### src/rtl/fsk_pkg.sv
// rtl/fsk_pkg.sv - shared states, defaults and preamble constant for the FSK frame scheduler
package fsk_pkg;

    localparam int DEF_FRAME_W      = 16;
    localparam int DEF_BIT_CYCLES   = 16;
    localparam int DEF_GUARD_CYCLES = 4;

    localparam logic [15:0] PREAMBLE = 16'hAAAA;

    typedef enum logic [1:0] {
        IDLE,
        GUARD,
        PRE,
        SEND
    } state_t;

endpackage

### src/rtl/rr_arb2.sv
// rtl/rr_arb2.sv - two-way round-robin arbiter, pointer flips away from each granted requester
module rr_arb2 (
    input  logic       clk,
    input  logic       rst,
    input  logic [1:0] req,
    input  logic       advance,
    output logic [1:0] gnt
);

    // ptr = 0 favours requester 0 when both request
    logic ptr;

    always_comb begin
        gnt = 2'b00;
        if (req[0] && (!req[1] || !ptr)) begin
            gnt = 2'b01;
        end else if (req[1]) begin
            gnt = 2'b10;
        end
    end

    always_ff @(posedge clk or negedge rst) begin
        if (!rst) begin
            ptr <= 1'b0;
        end else if (advance) begin
            ptr <= gnt[0];
        end
    end

endmodule

### src/rtl/fsk_tx_sched.sv
// rtl/fsk_tx_sched.sv - frame scheduler sharing one 2-FSK modulator between two requesters
// Optional preamble frame before each data frame is enabled by defining FSK_PREAMBLE_EN.
module fsk_tx_sched
    import fsk_pkg::*;
#(
    parameter int FRAME_W      = DEF_FRAME_W,
    parameter int BIT_CYCLES   = DEF_BIT_CYCLES,
    parameter int GUARD_CYCLES = DEF_GUARD_CYCLES
) (
    input  logic               clk,
    input  logic               rst,
    input  logic               enable,
    input  logic [1:0]         req_valid,
    input  logic [FRAME_W-1:0] req_data0,
    input  logic [FRAME_W-1:0] req_data1,
    output logic [1:0]         req_ready,
    output logic [FRAME_W-1:0] mod_data,
    output logic               mod_rst,
    output logic               busy,
    output logic               grant_id,
    output logic               frame_done
);

    localparam int FRAME_CYCLES = FRAME_W * BIT_CYCLES;
    localparam int CNT_W        = $clog2(FRAME_CYCLES);
    localparam logic [CNT_W-1:0] LAST_CNT  = CNT_W'(FRAME_CYCLES - 1);
    localparam logic [CNT_W-1:0] GUARD_END = CNT_W'((GUARD_CYCLES == 0) ? 0 : GUARD_CYCLES - 1);
`ifdef FSK_PREAMBLE_EN
    localparam state_t AFTER_GUARD = PRE;
`else
    localparam state_t AFTER_GUARD = SEND;
`endif

    state_t             state_q, state_d;
    logic [CNT_W-1:0]   cnt_q, cnt_d;
    logic [FRAME_W-1:0] frame_q, frame_d;
    logic               grant_q, grant_d;
    logic               done_q, done_d;
    logic [1:0]         arb_gnt;
    logic               handshake;

    rr_arb2 u_arb (
        .clk     (clk),
        .rst     (rst),
        .req     (req_valid),
        .advance (handshake),
        .gnt     (arb_gnt)
    );

    assign req_ready  = (state_q == IDLE && enable) ? arb_gnt : 2'b00;
    assign handshake  = |(req_ready & req_valid);
    assign busy       = (state_q != IDLE);
    assign grant_id   = grant_q;
    assign frame_done = done_q;

`ifdef FSK_PREAMBLE_EN
    // Last preamble cycle pulls the modulator back into reset so the frame starts at MSB
    logic realign_q, realign_d;
    assign mod_rst  = (state_q == SEND) || (state_q == PRE && !realign_q);
    assign mod_data = (state_q == PRE) ? FRAME_W'(PREAMBLE) : frame_q;
`else
    assign mod_rst  = (state_q == SEND);
    assign mod_data = frame_q;
`endif

    always_comb begin
        state_d = state_q;
        cnt_d   = cnt_q;
        frame_d = frame_q;
        grant_d = grant_q;
        done_d  = 1'b0;
`ifdef FSK_PREAMBLE_EN
        realign_d = realign_q;
`endif
        case (state_q)
            IDLE: begin
                if (handshake) begin
                    frame_d = req_ready[1] ? req_data1 : req_data0;
                    grant_d = req_ready[1];
                    cnt_d   = '0;
                    state_d = (GUARD_CYCLES == 0) ? AFTER_GUARD : GUARD;
                end
            end
            GUARD: begin
                if (cnt_q == GUARD_END) begin
                    cnt_d   = '0;
                    state_d = AFTER_GUARD;
                end else begin
                    cnt_d = cnt_q + 1'b1;
                end
            end
            PRE: begin
`ifdef FSK_PREAMBLE_EN
                if (realign_q) begin
                    realign_d = 1'b0;
                    cnt_d     = '0;
                    state_d   = SEND;
                end else if (cnt_q == LAST_CNT) begin
                    realign_d = 1'b1;
                end else begin
                    cnt_d = cnt_q + 1'b1;
                end
`else
                state_d = IDLE;
`endif
            end
            SEND: begin
                if (cnt_q == LAST_CNT) begin
                    cnt_d   = '0;
                    done_d  = 1'b1;
                    state_d = IDLE;
                end else begin
                    cnt_d = cnt_q + 1'b1;
                end
            end
            default: state_d = IDLE;
        endcase
    end

    always_ff @(posedge clk or negedge rst) begin
        if (!rst) begin
            state_q <= IDLE;
            cnt_q   <= '0;
            frame_q <= '0;
            grant_q <= 1'b0;
            done_q  <= 1'b0;
`ifdef FSK_PREAMBLE_EN
            realign_q <= 1'b0;
`endif
        end else begin
            state_q <= state_d;
            cnt_q   <= cnt_d;
            frame_q <= frame_d;
            grant_q <= grant_d;
            done_q  <= done_d;
`ifdef FSK_PREAMBLE_EN
            realign_q <= realign_d;
`endif
        end
    end

endmodule

### config.mk
export PLATFORM = sky130hd
export DESIGN_NAME = fsk_tx_sched
export DESIGN_NICKNAME = d
export VERILOG_FILES = /design/src/rtl/fsk_pkg.sv /design/src/rtl/rr_arb2.sv /design/src/rtl/fsk_tx_sched.sv
export SDC_FILE = /design/constraint.sdc
export NUM_CORES = 1
export LEC_CHECK = 0
export CORE_AREA = 2 2 73 75
export DETAILED_ROUTE_END_ITERATION = 8
export DIE_AREA = 0 0 75 77
export GPL_TIMING_DRIVEN = 0
export PLACE_DENSITY_LB_ADDON = 0.2
export SKIP_CTS_REPAIR_TIMING = 1
export SKIP_LAST_GASP = 1
export SYNTH_ARGS = -nofsm -noshare
export SYNTH_HDL_FRONTEND = slang
export SYNTH_SLANG_ARGS = --single-unit
### constraint.sdc
create_clock -name clk -period 2.3 [get_ports clk]
set_clock_uncertainty 0.05 [all_clocks]
set_input_delay 0.345 -clock clk [delete_from_list [all_inputs] [get_ports clk]]
set_output_delay 0.345 -clock clk [all_outputs]
set_load 0.02 [all_outputs]
==> metrics.txt <==
cells on worst reg2reg path=5; CTS Buf Count=5; final core utilization=0.4442; Final Max Slew Viols=0; post-route ant nets=0; slowest stage delay, CP=between 0.4 and 0.5 ns; synth-to-layout area growth=54.19%; unrepaired setup endpoints after global routing=no; clk_lat worst skew=0.28 ns; gr ovfl total=0; sequential share of the synthesized area=0.5061; GP Congestion=around 0.82; final hold violation count=0; WP buf/inv=5; Tightest Hold Check Type=primary input to async pin; PwrDens=~1100 nW/um^2; total detailed-routing wirelength=about 3600 um; share of the synthesized area in the top cell type=0.5061; critical path cell sequence=clkdlybuf4s50_1 -> nor3b_4 -> nand3_2 -> buf_6 -> buf_12 -> inv_1 -> dlymetal6s2s_1; first-pass GRT wire length=around 5700 um; CTS tree=yes; Cells after Synth=142; share of layout cells above drive strength 1=0.1137; Required @ worst endpoint=around 1.9 ns; post-synth top area cell=dfrtp_1; initial antenna violation count=0; met3 WL=between 300 and 400 um; via/cell ratio=about 4.5; DP Wirelength=2668 um; worst hold slack=about 0.037 ns; Max-Cap Viols=0; vias in the first global route=about 1200; DRT iter0 DRCs=47; FF+latch count, synth=29; Peak Freq=about 470 MHz; NumNets Final=around 250; CTS Sinks=29; Worst-Margin Slew=0.6441 ns; crit-path max FO=10; commonest non-fill, non-tap cells in the layout=clkdlybuf4s50_1 (55), dfrtp_1 (29), a21oi_1 (22); slowest CP cell=clkdlybuf4s50_1; commonest non-fill, non-tap cell in the layout=clkdlybuf4s50_1; routed vias=1276; Yosys cell types=30; DIE HEIGHT=around 77 um; drt pass-1 iters=4; crit start category=primary input; routed length on met1=around 1700 um; GRT Total Usage=0.1281; top post-synthesis cells by area=dfrtp_1 (51%), mux2i_1 (11%), a21oi_1 (7.7%), nor2_1 (4.5%), nand2_1 (2.9%); root cell of the clock tree=clkbuf_8; residual DRC count=0; peak supply drop=a little over 0.0005 V; Mapped Area=around 1400 um^2; Data arrival, critical path=1.72 ns; Sum Neg Setup Slack=0 ns; CP Class=primary input to output port; Final min period=2.119 ns; number of flops mapped to enable cells by yosys=0; Rows=26; Die W=75 um; element type at the critical path end=output port; routed len/inst=12.96 um; largest net degree at the start of global routing=30; highest metal used=met4; Clock transition at path regs=~0.060 ns; clock tree buffer depth=2; Synth Flop Type=dfrtp_1; DR WL met2=between 1500 and 2000 um; leakage power=between 1 and 1.5 nW; Syn Nets=180; asr flop ratio synth=1.000; Stages on worst setup path=7; Syn Area/Cell=around 10 um^2; Final Cycle Share=0.9212; yosys warns=0; die area=slightly below 6000 um^2; Final setup viols=0; H-tree levels=2; Ports=59; Initial Util=0.2881; core footprint=4977 um^2; status=finished clean; Max-Slew Margin vs Limit=0.5706; Top delay family on crit path=buffers and inverters; diode count=0; I/O Buffers=between 50 and 60
## metal layers
metal	global-route usage	vias up
li1	-	643
met2	0.1912	44
met5	0	-
met3	0.04205	8
met4	0.05536	0
met1	0.1667	581
## where the power goes
group	leakage, nW	switching [W]	internal (W)	total [W]
logic	0.667	0.000505	0.000515	0.00102
registers	0.338	0.000177	0.000731	0.000908
clock network	0.0439	0.000195	0.000208	0.000403
## worst register-to-register path: stages (launching register included)
cell     delay [ns]
dfrtp_1        0.44
ha_1           0.31
and4_1         0.22
a21oi_1        0.37
nand2_1        0.18
o31ai_1        0.23
## sequential cells by signal, indices dropped and copies added (netlist names)
register	count
frame_done	1
grant_id	1
mod_data	16
cnt_q	8
state_q	2
u_arb.ptr	1
## metrics by stage
step	worst slack (ns)	area, um^2	std cells	power [W]
2_1_floorplan	0.6614	1434	142	0.001438
3_3_place_gp	-0.2637	2102	270	0.001918
3_5_place_dp	-0.2750	2102	270	0.001943
4_1_cts	-0.2741	2188	278	0.002357
5_1_grt	0.1093	2211	281	0.002512
6_report	0.1813	2211	281	0.002331
## Yosys cell counts (3+ instances only)
library cell  number
buf_4              3
or2_2              3
nand3_1            5
a21oi_1           22
inv_1              3
mux2i_1           16
dfrtp_1           29
nand2_1           11
o21ai_0            8
nor2_1            17
## cell families (layout without fill, tap and decap cells)
kind of cell,Yosys count,count (layout),share of synthesized area
buffers and inverters,9,78,0.04886
flip-flops,29,29,0.5061
AND/OR/NAND/NOR,50,50,0.1798
XOR/XNOR,2,2,0.01222
adder cells (fa/ha/maj),1,1,0.008725
multiplexers,16,16,0.1117
AO/OA/AOI/OAI,35,35,0.1326
## final timing paths
check / endpoint / slack [ns] / from
setup / recovery: req_ready[1] / 0.18 / enable
min in group clk: grant_id / 0.43 / grant_id
setup reg to reg: cnt_q[6] / 0.41 / cnt_q[0]
hold reg to reg: grant_id / 0.43 / grant_id
max in group asynchronous: cnt_q[4] / 1.74 / rst
hold / removal: mod_data[8] / 0.04 / rst
## final cells by class
cell class              instances  area, um^2
plain buffers                   6       58.81
clock buffers                   5       68.82
clock inverters                 3       17.52
fillers                       505        2766
inverters                       3       11.26
multi-input cells             104       638.1
flip-flops and latches         29       725.7
well taps                      70       87.58
repair buffers                 61       603.1
Power figures use the tool's default switching activity.
